[src/rtl/alu_mem_sequencer.sv]
// Sequencer that reads two operands from memory, runs them through an external
// combinational ALU and writes the result back, with fixed latency per opcode.
module alu_mem_sequencer #(
  parameter int WORDSIZE   = 8,
  parameter int ADDR_WIDTH = 9
) (
  input  logic                  clk,
  input  logic                  rst,
  input  logic                  start,
  input  logic [3:0]            opcode,
  input  logic [ADDR_WIDTH-1:0] src_a,
  input  logic [ADDR_WIDTH-1:0] src_b,
  input  logic [ADDR_WIDTH-1:0] dst,
  output logic                  busy,
  output logic                  done,
  output logic [WORDSIZE-1:0]   result,
  output logic                  overflow,
  output logic [ADDR_WIDTH-1:0] mem_address,
  output logic [WORDSIZE-1:0]   mem_data_in,
  output logic                  mem_WE,
  output logic                  mem_RE,
  output logic                  mem_Enable,
  input  logic [WORDSIZE-1:0]   mem_data_out,
  output logic [WORDSIZE-1:0]   alu_ain,
  output logic [WORDSIZE-1:0]   alu_bin,
  output logic [3:0]            alu_ctrl,
  input  logic [WORDSIZE-1:0]   alu_zout,
  input  logic                  alu_overflow
);

  localparam logic [2:0] S_IDLE  = 3'd0;
  localparam logic [2:0] S_RD_A  = 3'd1;
  localparam logic [2:0] S_RD_B  = 3'd2;
  localparam logic [2:0] S_CAP_B = 3'd3;
  localparam logic [2:0] S_EXEC  = 3'd4;
  localparam logic [2:0] S_WR    = 3'd5;
  localparam logic [2:0] S_DONE  = 3'd6;

  logic [2:0]            r_state;
  logic [2:0]            w_next_state;
  logic [3:0]            r_opcode;
  logic [ADDR_WIDTH-1:0] r_src_a;
  logic [ADDR_WIDTH-1:0] r_src_b;
  logic [ADDR_WIDTH-1:0] r_dst;
  logic [WORDSIZE-1:0]   r_a;
  logic [WORDSIZE-1:0]   r_b;
  logic [WORDSIZE-1:0]   r_result;
  logic                  r_overflow;
  logic                  w_is_nop;

  assign w_is_nop = (r_opcode[3:2] == 2'b11);

  // NOTE: every output of a combinational block gets a default first, so no
  // path through the case statement can leave a latch behind.
  always_comb begin
    w_next_state = r_state;
    case (r_state)
      S_IDLE:  if (start) w_next_state = S_RD_A;
      S_RD_A:  w_next_state = S_RD_B;
      S_RD_B:  w_next_state = S_CAP_B;
      S_CAP_B: w_next_state = S_EXEC;
      S_EXEC:  w_next_state = w_is_nop ? S_DONE : S_WR;
      S_WR:    w_next_state = S_DONE;
      S_DONE:  w_next_state = S_IDLE;
      default: w_next_state = S_IDLE;
    endcase
  end

  // NOTE: state registers use non-blocking assignments so every register sees
  // the pre-edge value of every other register, independent of statement order.
  always_ff @(posedge clk) begin
    if (rst) begin
      r_state    <= S_IDLE;
      r_opcode   <= '0;
      r_src_a    <= '0;
      r_src_b    <= '0;
      r_dst      <= '0;
      r_a        <= '0;
      r_b        <= '0;
      r_result   <= '0;
      r_overflow <= 1'b0;
    end else begin
      r_state <= w_next_state;
      case (r_state)
        S_IDLE: begin
          if (start) begin
            r_opcode <= opcode;
            r_src_a  <= src_a;
            r_src_b  <= src_b;
            r_dst    <= dst;
          end
        end
        S_RD_B:  r_a <= mem_data_out;
        S_CAP_B: r_b <= mem_data_out;
        S_EXEC: begin
          r_result   <= alu_zout;
          r_overflow <= alu_overflow;
        end
        default: ;
      endcase
    end
  end

  // Memory strobes are masked by rst so a reset coinciding with the WR edge
  // cannot commit the write.
  always_comb begin
    mem_Enable  = 1'b0;
    mem_RE      = 1'b0;
    mem_WE      = 1'b0;
    mem_address = '0;
    mem_data_in = '0;
    case (r_state)
      S_RD_A: begin
        mem_Enable  = ~rst;
        mem_RE      = ~rst;
        mem_address = r_src_a;
      end
      S_RD_B: begin
        mem_Enable  = ~rst;
        mem_RE      = ~rst;
        mem_address = r_src_b;
      end
      S_WR: begin
        mem_Enable  = ~rst;
        mem_WE      = ~rst;
        mem_address = r_dst;
        mem_data_in = r_result;
      end
      default: ;
    endcase
  end

  assign busy     = (r_state != S_IDLE);
  assign done     = (r_state == S_DONE);
  assign result   = r_result;
  assign overflow = r_overflow;
  assign alu_ain  = r_a;
  assign alu_bin  = r_b;
  assign alu_ctrl = r_opcode;

endmodule

[config.mk]
export PLATFORM = sky130hd
export DESIGN_NAME = alu_mem_sequencer
export DESIGN_NICKNAME = d
export VERILOG_FILES = /design/src/rtl/alu_mem_sequencer.sv
export SDC_FILE = /design/constraint.sdc
export NUM_CORES = 1
export LEC_CHECK = 0
export ABC_AREA = 1
export CORE_UTILIZATION = 55
export CTS_BUF_LIST = sky130_fd_sc_hd__clkbuf_8
export DETAILED_ROUTE_END_ITERATION = 8
export DONT_BUFFER_PORTS = 1
export MAX_ROUTING_LAYER = met4
export PLACE_DENSITY = 0.73
export RECOVER_POWER = 100
export SLEW_MARGIN = 25
export SYNTH_ARGS = -nofsm -noshare
export SYNTH_HDL_FRONTEND = slang
export SYNTH_SLANG_ARGS = --single-unit
[constraint.sdc]
create_clock -name clk -period 1.3 [get_ports clk]
set_clock_uncertainty 0.2 [all_clocks]
set_input_delay 0.26 -clock clk [delete_from_list [all_inputs] [get_ports clk]]
set_output_delay 0.26 -clock clk [all_outputs]
set_load 0.005 [all_outputs]
==> impl_results.html <==
<table>
<tr><th>Metric</th><th>Value</th></tr>
<tr><th colspan="2">Power</th></tr>
<tr><td>Relative contribution of the clock network to total power</td><td>30.2%</td></tr>
<tr><td>P_sw</td><td>1989 uW</td></tr>
<tr><td>Leakage</td><td>0.001831 uW</td></tr>
<tr><td>Power per standard cell area</td><td>1401 mW/mm^2</td></tr>
<tr><td>Net switching share of the total power</td><td>33.72%</td></tr>
<tr><td>IR Drop Worst-Case VDD</td><td>1.047 mV</td></tr>
<tr><td>Portion of total power attributed to sequential cells</td><td>37.5%</td></tr>
<tr><td>Internal power</td><td>3909 uW</td></tr>
<tr><td>Gate power share</td><td>32.2%</td></tr>
<tr><th colspan="2">Floorplanning</th></tr>
<tr><td>Area enclosed by the die boundary</td><td>0.004915 sq mm</td></tr>
<tr><td>Core Region</td><td>0.004414 sq mm</td></tr>
<tr><td>Effective utilization at floorplan</td><td>57.79%</td></tr>
<tr><td>DIE HEIGHT</td><td>70.11 um</td></tr>
<tr><td>Total I/O pin count</td><td>102</td></tr>
<tr><td>Horizontal die dimension</td><td>70.11 um</td></tr>
<tr><td>Placement Rows</td><td>24</td></tr>
<tr><th colspan="2">Hold path</th></tr>
<tr><td>Hold/Removal Path Class</td><td>in2reg</td></tr>
<tr><th colspan="2">GRT</th></tr>
<tr><td>First-pass GRT wire length</td><td>12540 um</td></tr>
<tr><td>Maximum number of pins on one net before global-route repair</td><td>23</td></tr>
<tr><td>Number of antenna violations at the first check in global routing</td><td>0</td></tr>
<tr><td>Total global routing track utilization</td><td>33.93%</td></tr>
<tr><td>Via count of the first global-routing pass</td><td>2721</td></tr>
<tr><td>Overflow left after global routing</td><td>0</td></tr>
<tr><th colspan="2">Critical path</th></tr>
<tr><td>Worst setup path category</td><td>reg2out</td></tr>
<tr><td>Setup crit end kind</td><td>output pin</td></tr>
<tr><td>Critical path arrival</td><td>1.37 ns</td></tr>
<tr><td>Startpoint Class</td><td>flip-flop</td></tr>
<tr><td>Critical-path maximum fanout</td><td>6</td></tr>
<tr><td>Worst EP required</td><td>0.84 ns</td></tr>
<tr><th colspan="2">Timing</th></tr>
<tr><td>Final critical-path share of the clock period</td><td>141.1%</td></tr>
<tr><td>Worst slew margin relative to its limit</td><td>83.78%</td></tr>
<tr><td>Worst-Margin Slew</td><td>0.2433 ns</td></tr>
<tr><td>Final hold vios</td><td>0</td></tr>
<tr><td>Total negative slack</td><td>-22.45 ns</td></tr>
<tr><td>Final Max Slew Viols</td><td>0</td></tr>
<tr><td>PnR worst setup slack</td><td>-0.5337 ns</td></tr>
<tr><td>Setup repair after global routing missed its margin</td><td>yes</td></tr>
<tr><td>FMAX</td><td>0.5453 GHz</td></tr>
<tr><td>Final number of setup-violating endpoints</td><td>76</td></tr>
<tr><td>Time the final worst path needs with I/O delays and setup</td><td>1.834 ns</td></tr>
<tr><td>Hold_ws</td><td>0.08494 ns</td></tr>
<tr><th colspan="2">Clock network</th></tr>
<tr><td>Maximum clock insertion buffer count</td><td>2</td></tr>
<tr><td>Count of H-tree levels built during CTS</td><td>3</td></tr>
<tr><td>Num CTS Buffers</td><td>9</td></tr>
<tr><td>Worst skew pair latency</td><td>0.35 ns</td></tr>
<tr><td>CTS clk-pin slew, worst paths</td><td>0.07 ns</td></tr>
<tr><td>CTS tree</td><td>built</td></tr>
<tr><td>CTS sink count</td><td>59</td></tr>
<tr><td>Master cell of the clock root buffer</td><td>sky130_fd_sc_hd__clkbuf_8</td></tr>
<tr><th colspan="2">Routing</th></tr>
<tr><td>Average wire per cell in the routed design</td><td>20.95 um</td></tr>
<tr><td># DRC</td><td>0</td></tr>
<tr><td>Routed via count divided by cell count</td><td>6.008</td></tr>
<tr><td>Antenna violation net count after detailed routing</td><td>0</td></tr>
<tr><td>First-pass DRT Iterations</td><td>5</td></tr>
<tr><td>First DRT Iteration DRCs</td><td>330</td></tr>
<tr><td>Vias</td><td>3178</td></tr>
<tr><td>Routed Wire Length</td><td>11080 um</td></tr>
<tr><th colspan="2">Placed design</th></tr>
<tr><td>Port-buffer cells</td><td>0</td></tr>
<tr><td>Last weighted congestion value of the routability-driven placer</td><td>0.7823</td></tr>
<tr><td>Pre-CTS setup slack</td><td>-0.1377 ns</td></tr>
<tr><td>HPWL after DPL</td><td>3899 um</td></tr>
<tr><td>Cell count after placement</td><td>448</td></tr>
<tr><th colspan="2">Synthesis</th></tr>
<tr><td>Fraction of the yosys area taken by sequential cells</td><td>46.30%</td></tr>
<tr><td>#FFs+latches synth</td><td>59</td></tr>
<tr><td>Yosys top cell by area</td><td>sky130_fd_sc_hd__dfxtp_1</td></tr>
<tr><td>EDFF count, synth</td><td>0</td></tr>
<tr><td>Post-synthesis instance total</td><td>388</td></tr>
<tr><td>Fraction of synthesized cell area taken by the top area cell type</td><td>46.30%</td></tr>
<tr><td>Post-Syn Area per Cell</td><td>6.575 sq um</td></tr>
<tr><td>Main area contributors after synthesis</td><td>sky130_fd_sc_hd__dfxtp_1, sky130_fd_sc_hd__nor2_1, sky130_fd_sc_hd__nand2_1</td></tr>
<tr><td>Ys Warns</td><td>0</td></tr>
<tr><td>Mapped Nets</td><td>439</td></tr>
<tr><td>Proportion of register bits with asynchronous set or reset after synthesis</td><td>0%</td></tr>
<tr><td>Synth cell types</td><td>22</td></tr>
<tr><td>Synthesized area</td><td>0.002551 sq mm</td></tr>
<tr><td>Prevailing post-synth register cell</td><td>sky130_fd_sc_hd__dfxtp_1</td></tr>
<tr><th colspan="2">Final layout</th></tr>
<tr><td>Number of non-filler instances in the completed layout</td><td>529</td></tr>
<tr><td>Most frequent cells in the layout</td><td>sky130_fd_sc_hd__nor2_1, sky130_fd_sc_hd__dfxtp_1, sky130_fd_sc_hd__nand2_1</td></tr>
<tr><td>Final design utilization</td><td>95.35%</td></tr>
<tr><td>Post-synthesis to final-layout area growth</td><td>64.98%</td></tr>
<tr><td>Ant. Diodes</td><td>0</td></tr>
<tr><td>Share of final-layout standard cells stronger than drive strength 1</td><td>33.96%</td></tr>
<tr><td>Most common cell after layout, fill and taps aside</td><td>sky130_fd_sc_hd__nor2_1</td></tr>
<tr><td>Number of nets in the finished design</td><td>525</td></tr>
<tr><th colspan="2">Run status</th></tr>
<tr><td>Run status</td><td>finished, violations left</td></tr>
<tr><td>Violations in the final reports</td><td>setup timing</td></tr>
<tr><th colspan="2">Flow run</th></tr>
<tr><td>Max Cap Viol</td><td>0</td></tr>
</table>
what timing repair did:
item	in CTS	in global routing
pin swaps	5	22
gates cloned	5	3
hold endpoints to repair	59	0
resized for setup	54	117
hold buffers	50	0
setup buffers	4	8
setup endpoints to repair	67	80
final timing paths:
check	start	to	slack [ns]	cells past startpoint
setup / recovery	r_state[1]$_SDFFE_PP0P_	mem_address[7]	-0.53	6
hold / removal	rst	r_src_a[0]$_SDFFE_PP0P_	0.08	4
hold reg to reg	alu_bin[4]$_SDFFE_PP0N_	alu_bin[4]$_SDFFE_PP0N_	0.32	2
setup reg to reg	r_state[0]$_SDFFE_PP0P_	r_dst[7]$_SDFFE_PP0P_	-0.44	9
per-layer routing:
layer | vias to the layer above | share of wire (%) | global-route usage (%)
met3 | 94 | 8.8 | 11.54
li1 | 1330 | - | -
met2 | 261 | 48 | 57.16
met1 | 1493 | 36 | 37.36
met5 | - | 0 | -
met4 | 0 | 7.3 | 11.78
state kept, by name, summed over array words and instances (netlist names):
name      cells
alu_ain       8
alu_bin       8
alu_ctrl      4
overflow      1
r_dst         9
r_src_a       9
r_src_b       9
r_state       3
result        8
worst max-delay path, cell delays in order, from the launching register on:
cell and delay (ns):
sky130_fd_sc_hd__dfxtp_4 0.37, sky130_fd_sc_hd__inv_4 0.08, sky130_fd_sc_hd__nand2_2 0.09, sky130_fd_sc_hd__nor2_4 0.15, sky130_fd_sc_hd__buf_6 0.15, sky130_fd_sc_hd__nand2_1 0.08
sky130_fd_sc_hd__nand3_2 0.10
Yosys cell counts, types with 2 or more instances:
cell / count
sky130_fd_sc_hd__buf_2: 3
sky130_fd_sc_hd__nor2_4: 2
sky130_fd_sc_hd__dfxtp_1: 59
sky130_fd_sc_hd__nor2_1: 127
sky130_fd_sc_hd__o21ai_0: 27
sky130_fd_sc_hd__buf_6: 4
sky130_fd_sc_hd__inv_2: 2
sky130_fd_sc_hd__a21oi_1: 2
sky130_fd_sc_hd__nand2_1: 95
sky130_fd_sc_hd__clkbuf_1: 5
sky130_fd_sc_hd__nand3_1: 9
sky130_fd_sc_hd__inv_1: 43
through the flow:
stage               cell area [sq um]  total power [uW]
finish                           4209              5898
floorplan                        2618              2844
global placement                 2806              3075
global route                     4209              6063
detailed placement               2806              3109
CTS                              3819              5231
kinds of logic (layout without fill, tap and decap cells):
family                 Yosys count  after routing  synth area share (%)
and+or+nand+nor                238            239                 37.13
buffers and inverters           61            149                 10.59
DFF                             59             59                 46.30
AOI/OAI and AO/OA               30             30                 5.983
power by group through the flow:
stage,clock (uW),sequential (uW),combinational (uW)
5_1_grt,1840,2230,2000
2_1_floorplan,0,2180,662
3_3_place_gp,0,2200,873
3_5_place_dp,0,2210,897
4_1_cts,1740,2170,1320
6_report,1780,2210,1900
layout make-up:
cell class / instances / area, sq um
Clock inverter: 5 / 72.57
Tap cell: 52 / 65.06
Timing Repair Buffer: 88 / 996.0
Fill cell: 114 / 205.2
Multi-Input combinational cell: 269 / 1556
Inverter: 47 / 202.7
Clock buffer: 9 / 123.9
Sequential cell: 59 / 1192
Note: power is estimated with default switching activity, not from simulation.
